`config.mk`:
```
export PLATFORM = sky130hd
export DESIGN_NAME = hazard_stall_ctrl
export DESIGN_NICKNAME = d
export VERILOG_FILES = /design/src/rtl/core_pkg.sv /design/src/rtl/reg_use_decode.sv /design/src/rtl/hazard_stall_ctrl.sv
export SDC_FILE = /design/constraint.sdc
export NUM_CORES = 1
export LEC_CHECK = 0
export CAP_MARGIN = 20
export CORE_UTILIZATION = 45
export DETAILED_ROUTE_END_ITERATION = 8
export PLACE_DENSITY = 0.76
export SYNTH_ARGS = -nofsm -noshare
export SYNTH_HDL_FRONTEND = slang
export SYNTH_SLANG_ARGS = --single-unit
```
`constraint.sdc`:
```
create_clock -name clk -period 2.9 [get_ports clk]
set_input_delay 0.435 -clock clk [delete_from_list [all_inputs] [get_ports clk]]
set_output_delay 0.435 -clock clk [all_outputs]
set_load 0.02 [all_outputs]
```
`src/rtl/core_pkg.sv`:
```
// Shared definitions for the RV64 core: opcodes, register-address width and
// the pipeline sequencing controller state.
package core_pkg;

  localparam int unsigned REG_ADDR_W = 5;

  localparam logic [6:0] OP_R      = 7'b0110011;
  localparam logic [6:0] OP_I_ALU  = 7'b0010011;
  localparam logic [6:0] OP_LOAD   = 7'b0000011;
  localparam logic [6:0] OP_STORE  = 7'b0100011;
  localparam logic [6:0] OP_BRANCH = 7'b1100011;
  localparam logic [6:0] OP_JAL    = 7'b1101111;
  localparam logic [6:0] OP_JALR   = 7'b1100111;
  localparam logic [6:0] OP_LUI    = 7'b0110111;
  localparam logic [6:0] OP_AUIPC  = 7'b0010111;

  typedef enum logic [1:0] {
    RUN,
    MEM_WAIT,
    FLUSH
  } ctrl_state_t;

endpackage

```
`src/rtl/reg_use_decode.sv`:
```
// Extracts source register fields from an RV64 instruction and reports which
// of them the instruction actually reads. Shared with the forwarding unit.
module reg_use_decode
  import core_pkg::*;
(
  input  logic [31:0]           inst,
  output logic [REG_ADDR_W-1:0] rs1,
  output logic [REG_ADDR_W-1:0] rs2,
  output logic                  uses_rs1,
  output logic                  uses_rs2
);

  logic [6:0] opcode;
  logic       unused_fields;

  assign opcode        = inst[6:0];
  assign rs1           = inst[19:15];
  assign rs2           = inst[24:20];
  assign unused_fields = ^{inst[31:25], inst[14:7]};

  // NOTE: both outputs get a default before the case so no latch is inferred.
  always_comb begin
    uses_rs1 = 1'b1;
    uses_rs2 = 1'b0;
    case (opcode)
      OP_LUI, OP_AUIPC, OP_JAL:   uses_rs1 = 1'b0;
      OP_R, OP_STORE, OP_BRANCH:  uses_rs2 = 1'b1;
      default:                    ;
    endcase
  end

endmodule

```
`src/rtl/hazard_stall_ctrl.sv`:
```
// Pipeline sequencing controller: load-use stall, taken-branch flush and
// data-memory freeze, plus saturating stall/flush performance counters.
module hazard_stall_ctrl
  import core_pkg::*;
#(
  parameter int unsigned REDIRECT_LAT = 1,
  parameter int unsigned CNT_W        = 32
) (
  input  logic                  clk,
  input  logic                  reset,
  input  logic [31:0]           ifid_inst,
  input  logic                  ifid_valid,
  input  logic                  idex_memread,
  input  logic [REG_ADDR_W-1:0] idex_rd,
  input  logic                  exmem_branch_taken,
  input  logic                  mem_req,
  input  logic                  mem_ready,
  output logic                  pc_write,
  output logic                  ifid_write,
  output logic                  ifid_flush,
  output logic                  idex_flush,
  output logic                  exmem_flush,
  output logic                  pipe_freeze,
  output logic [CNT_W-1:0]      stall_count,
  output logic [CNT_W-1:0]      flush_count
);

  localparam int unsigned        RC_W       = 3;
  localparam logic [RC_W-1:0]    REDIR_INIT = RC_W'(REDIRECT_LAT);
  localparam logic [CNT_W-1:0]   CNT_MAX    = '1;

  logic [REG_ADDR_W-1:0] rs1, rs2;
  logic                  uses_rs1, uses_rs2;
  logic                  load_use, mem_stall, redirect;

  ctrl_state_t           state, state_nxt;
  logic [RC_W-1:0]       redir_cnt, redir_cnt_nxt;

  reg_use_decode u_decode (
    .inst     (ifid_inst),
    .rs1      (rs1),
    .rs2      (rs2),
    .uses_rs1 (uses_rs1),
    .uses_rs2 (uses_rs2)
  );

  assign load_use  = ifid_valid & idex_memread & (idex_rd != '0) &
                     ((uses_rs1 & (rs1 == idex_rd)) | (uses_rs2 & (rs2 == idex_rd)));
  assign mem_stall = mem_req & ~mem_ready;

  // Outputs are decoded from the current state and live inputs so a hazard
  // takes effect in the same cycle it appears.
  always_comb begin
    state_nxt     = state;
    redir_cnt_nxt = redir_cnt;
    redirect      = 1'b0;
    pc_write      = 1'b1;
    ifid_write    = 1'b1;
    ifid_flush    = 1'b0;
    idex_flush    = 1'b0;
    exmem_flush   = 1'b0;
    pipe_freeze   = 1'b0;

    if (!reset) begin
      pc_write    = 1'b0;
      ifid_write  = 1'b0;
      ifid_flush  = 1'b1;
      idex_flush  = 1'b1;
      exmem_flush = 1'b1;
    end else if (mem_stall) begin
      pipe_freeze = 1'b1;
      pc_write    = 1'b0;
      ifid_write  = 1'b0;
      // A freeze during the redirect shadow keeps the remaining count in FLUSH.
      if (state != FLUSH) state_nxt = MEM_WAIT;
    end else if (state == FLUSH) begin
      pc_write   = 1'b0;
      ifid_flush = 1'b1;
      if (redir_cnt <= RC_W'(1)) begin
        redir_cnt_nxt = '0;
        state_nxt     = RUN;
      end else begin
        redir_cnt_nxt = redir_cnt - RC_W'(1);
      end
    end else if (exmem_branch_taken) begin
      redirect    = 1'b1;
      ifid_flush  = 1'b1;
      idex_flush  = 1'b1;
      exmem_flush = 1'b1;
      if (REDIRECT_LAT > 0) begin
        state_nxt     = FLUSH;
        redir_cnt_nxt = REDIR_INIT;
      end else begin
        state_nxt = RUN;
      end
    end else if (load_use) begin
      pc_write   = 1'b0;
      ifid_write = 1'b0;
      idex_flush = 1'b1;
      state_nxt  = RUN;
    end else begin
      state_nxt = RUN;
    end
  end

  // NOTE: all sequential state uses non-blocking assignments so every register
  // samples the pre-edge values regardless of statement order.
  always_ff @(posedge clk or negedge reset) begin
    if (!reset) begin
      state       <= RUN;
      redir_cnt   <= '0;
      stall_count <= '0;
      flush_count <= '0;
    end else begin
      state     <= state_nxt;
      redir_cnt <= redir_cnt_nxt;
      if (!pc_write && (stall_count != CNT_MAX)) stall_count <= stall_count + CNT_W'(1);
      if (redirect && (flush_count != CNT_MAX))  flush_count <= flush_count + CNT_W'(1);
    end
  end

endmodule
```
==> flow_summary.yaml <==
outcome:
  status: "completed"
routing:
  wl_per_cell_um: 13.8
  drt-total-wl_um: 7980
  via_per_inst: 5.29
  drt_iter0_markers: 91
  postRouteAntennaNets: 0
  dr_total_vias: 3052
  drtPass1Iterations: 4
  drc: 0
final_layout:
  num_antenna_cells: 0
  nets: 517
  syn_to_final_growth_pct: 36.9
  fin_util: 0.637
  nFillCells: 653
  drive_gt1_frac: 0.0884
placed_design:
  gp_congestion: 0.849
  port_buffers: 98
  place_hpwl_um: 5900
clock_tree:
  cts_setup_buffers: 0
  clock-root-buffer: "clkbuf_8"
  cts_buffers: 9
  clock_sinks: 69
  clk_latency_ns: 0.34
  clk_pin_slew_worst_paths_ns: 0.07
  cts_htree_levels: 3
  cts_tree: "built"
  clk_path_buf_depth: 2
power:
  ir_worst_vdd_mv: 0.341
  seqPwrFrac: 0.458
  leakage_nw: 1.98
  powerDensity_nw_per_um2: 536
  comb_power_share: 0.253
  clkPwrFrac: 0.289
  p_sw_mw: 0.834
  power.internal_mw: 1.79
  p_sw_frac: 0.318
synthesis:
  async_flop_share: 1.00
  syn_nets: 405
  yosysMostFrequentCell: "dfrtp_1"
  yosysSeqAreaShare: 0.483
  syn_area_sq_um: 3580
  yosysUniqueCellTypes: 40
  yosysTopAreaCell: "dfrtp_1"
  synth_area_leaders: "dfrtp_1, xnor2_1, nand3_1, nand4_1, nand2_1"
  yosys-top-cells-count: "dfrtp_1, xnor2_1, nand3_1"
  synth_ff_type: "dfrtp_1"
  synth-edff-count: 0
  yosysWarnings: 0
  synthCells: 358
  syn_avg_cell_area_sq_um: 9.99
  synth-seq-cells: 69
  yosysTopAreaCellShare: 0.483
grt:
  antenna_found_initial: 0
  grt_max_degree: 58
  grt.total_usage: 0.202
  grt_overflow: 0
  grt_pass1_wl_um: 13500
  grt_pass1_vias: 2858
worst_setup_path:
  critPathCapture: "ifid_write"
  cp_data_required_time_ns: 2.47
  critPathKind: "in -> out"
  critPathLaunchType: "input port"
  path_max_fanout: 3
  reg2reg_slack_ns: 0.56
  endpoint_kind: "output port"
  startpoint: "idex_rd[0]"
  r2r_end: "stall_count[1]"
  arrival_ns: 2.35
  r2r_start: "stall_count[24]"
  rr_worst_depth: 6
timing:
  post-route-min-period_ns: 2.79
  rsz0062_at_grt: "false"
  period_share: 0.961
  fmax_mhz: 359
  relSlewSlack: 0.531
  setup_violations: 0
  whs_ns: 0.459
  drv_slew: 0
  fin_skew_ns: 0.0113
  finalHoldViolations: 0
  fin_setup_tns_ns: 0
  tightest_slew_ns: 0.703
floorplanning:
  pin_count: 114
  die_area_sq_um: 8310
  dieHeight_um: 91.1
  row_count: 32
  chipWidth_um: 91.1
  fp.coreArea_sq_um: 7690
  initial_core_util: 0.465
hold_path:
  hold_class: "in -> async"
flow_run:
  cap_violations: 0
==> layer usage <==
metal / global-route usage / wire, um
met1: 0.263 / 3570
met2: 0.335 / 3890
met3: 0.0402 / 394
met4: 0.0701 / 121
met5: 0 / 0
==> worst min-delay path by stage <==
stage               startpoint              to  slack [ns]  cells past startpoint
finish                   reset    redir_cnt[2]        0.46                      2
global route             reset    redir_cnt[2]        0.45                      2
CTS                      reset    redir_cnt[2]        0.44                      2
detailed placement       reset    redir_cnt[2]        0.24                      1
global placement         reset    redir_cnt[2]        0.24                      1
floorplan                reset  flush_count[0]        0.14                      0
==> layout by cell type, fill, tap and decap left out, drive strengths merged, types with 3 or more instances in the layout <==
cell type      count
xor2              10
mux2               5
and3              14
a21oi              5
dfrtp             69
nand2b             5
nor3              16
nand4             23
o21ai              6
ha                 3
nand2             28
clkdlybuf4s50     94
clkinv             3
nor2              21
nand3             47
inv               12
nor4               3
clkbuf            11
and4               4
and2               4
buf               11
xnor2             58
==> worst max-delay path, stage by stage <==
cell,delay (ns)
clkdlybuf4s50_1,0.48
or3_1,0.39
o311a_1,0.30
o211ai_1,0.11
buf_4,0.16
nor3_1,0.04
nor2_1,0.09
dlygate4sd2_1,0.35
==> power groups by stage <==
stage | registers [mW] | logic, mW | clock network [mW]
global placement | 1.21 | 0.654 | 0
detailed placement | 1.22 | 0.670 | 0
finish | 1.20 | 0.664 | 0.757
global route | 1.22 | 0.727 | 0.823
CTS | 1.20 | 0.671 | 0.777
floorplan | 1.30 | 0.263 | 0
==> kinds of logic after synthesis <==
logic type	synth area share
xor+xnor	0.167
fa+ha+maj	0.0105
flops	0.483
buf+inv	0.0280
compound gates	0.0311
mux	0.0157
simple gates	0.265
==> timing repair <==
| item | in CTS | in global routing |
|---|---|---|
| hold endpoints to repair | 1 | 0 |
| hold buffers | 1 | 0 |
| endpoints found under the setup margin | 3 | 1 |
| gates resized for setup | 3 | 3 |
==> sequential cells by signal, summed over array words and instances (netlist names) <==
name / flops
redir_cnt: 3
flush_count: 32
stall_count: 32
state: 2
==> metrics by stage <==
| step | std cells | area [sq um] | total power, mW | worst slack (ns) |
|---|---|---|---|---|
| CTS | 577 | 4900 | 2.65 | 0.0752 |
| global route | 577 | 4900 | 2.77 | 0.0617 |
| finish | 577 | 4900 | 2.62 | 0.114 |
| detailed placement | 560 | 4700 | 1.89 | -0.226 |
| global placement | 560 | 4700 | 1.87 | -0.187 |
| floorplan | 358 | 3580 | 1.56 | 0.515 |
==> cell type report <==
| class | count | area [sq um] | area share |
|---|---|---|---|
| Sequential cell | 69 | 1730 | 0.353 |
| Clock inverter | 6 | 63.8 | 0.0130 |
| Clock buffer | 10 | 128 | 0.0261 |
| Inverter | 12 | 45.0 | 0.00920 |
| Multi-Input combinational cell | 269 | 1750 | 0.358 |
| Tap cell | 102 | 128 | 0.0261 |
| Timing Repair Buffer | 109 | 1050 | 0.215 |
No activity file was read; power rests on OpenSTA's default activity.
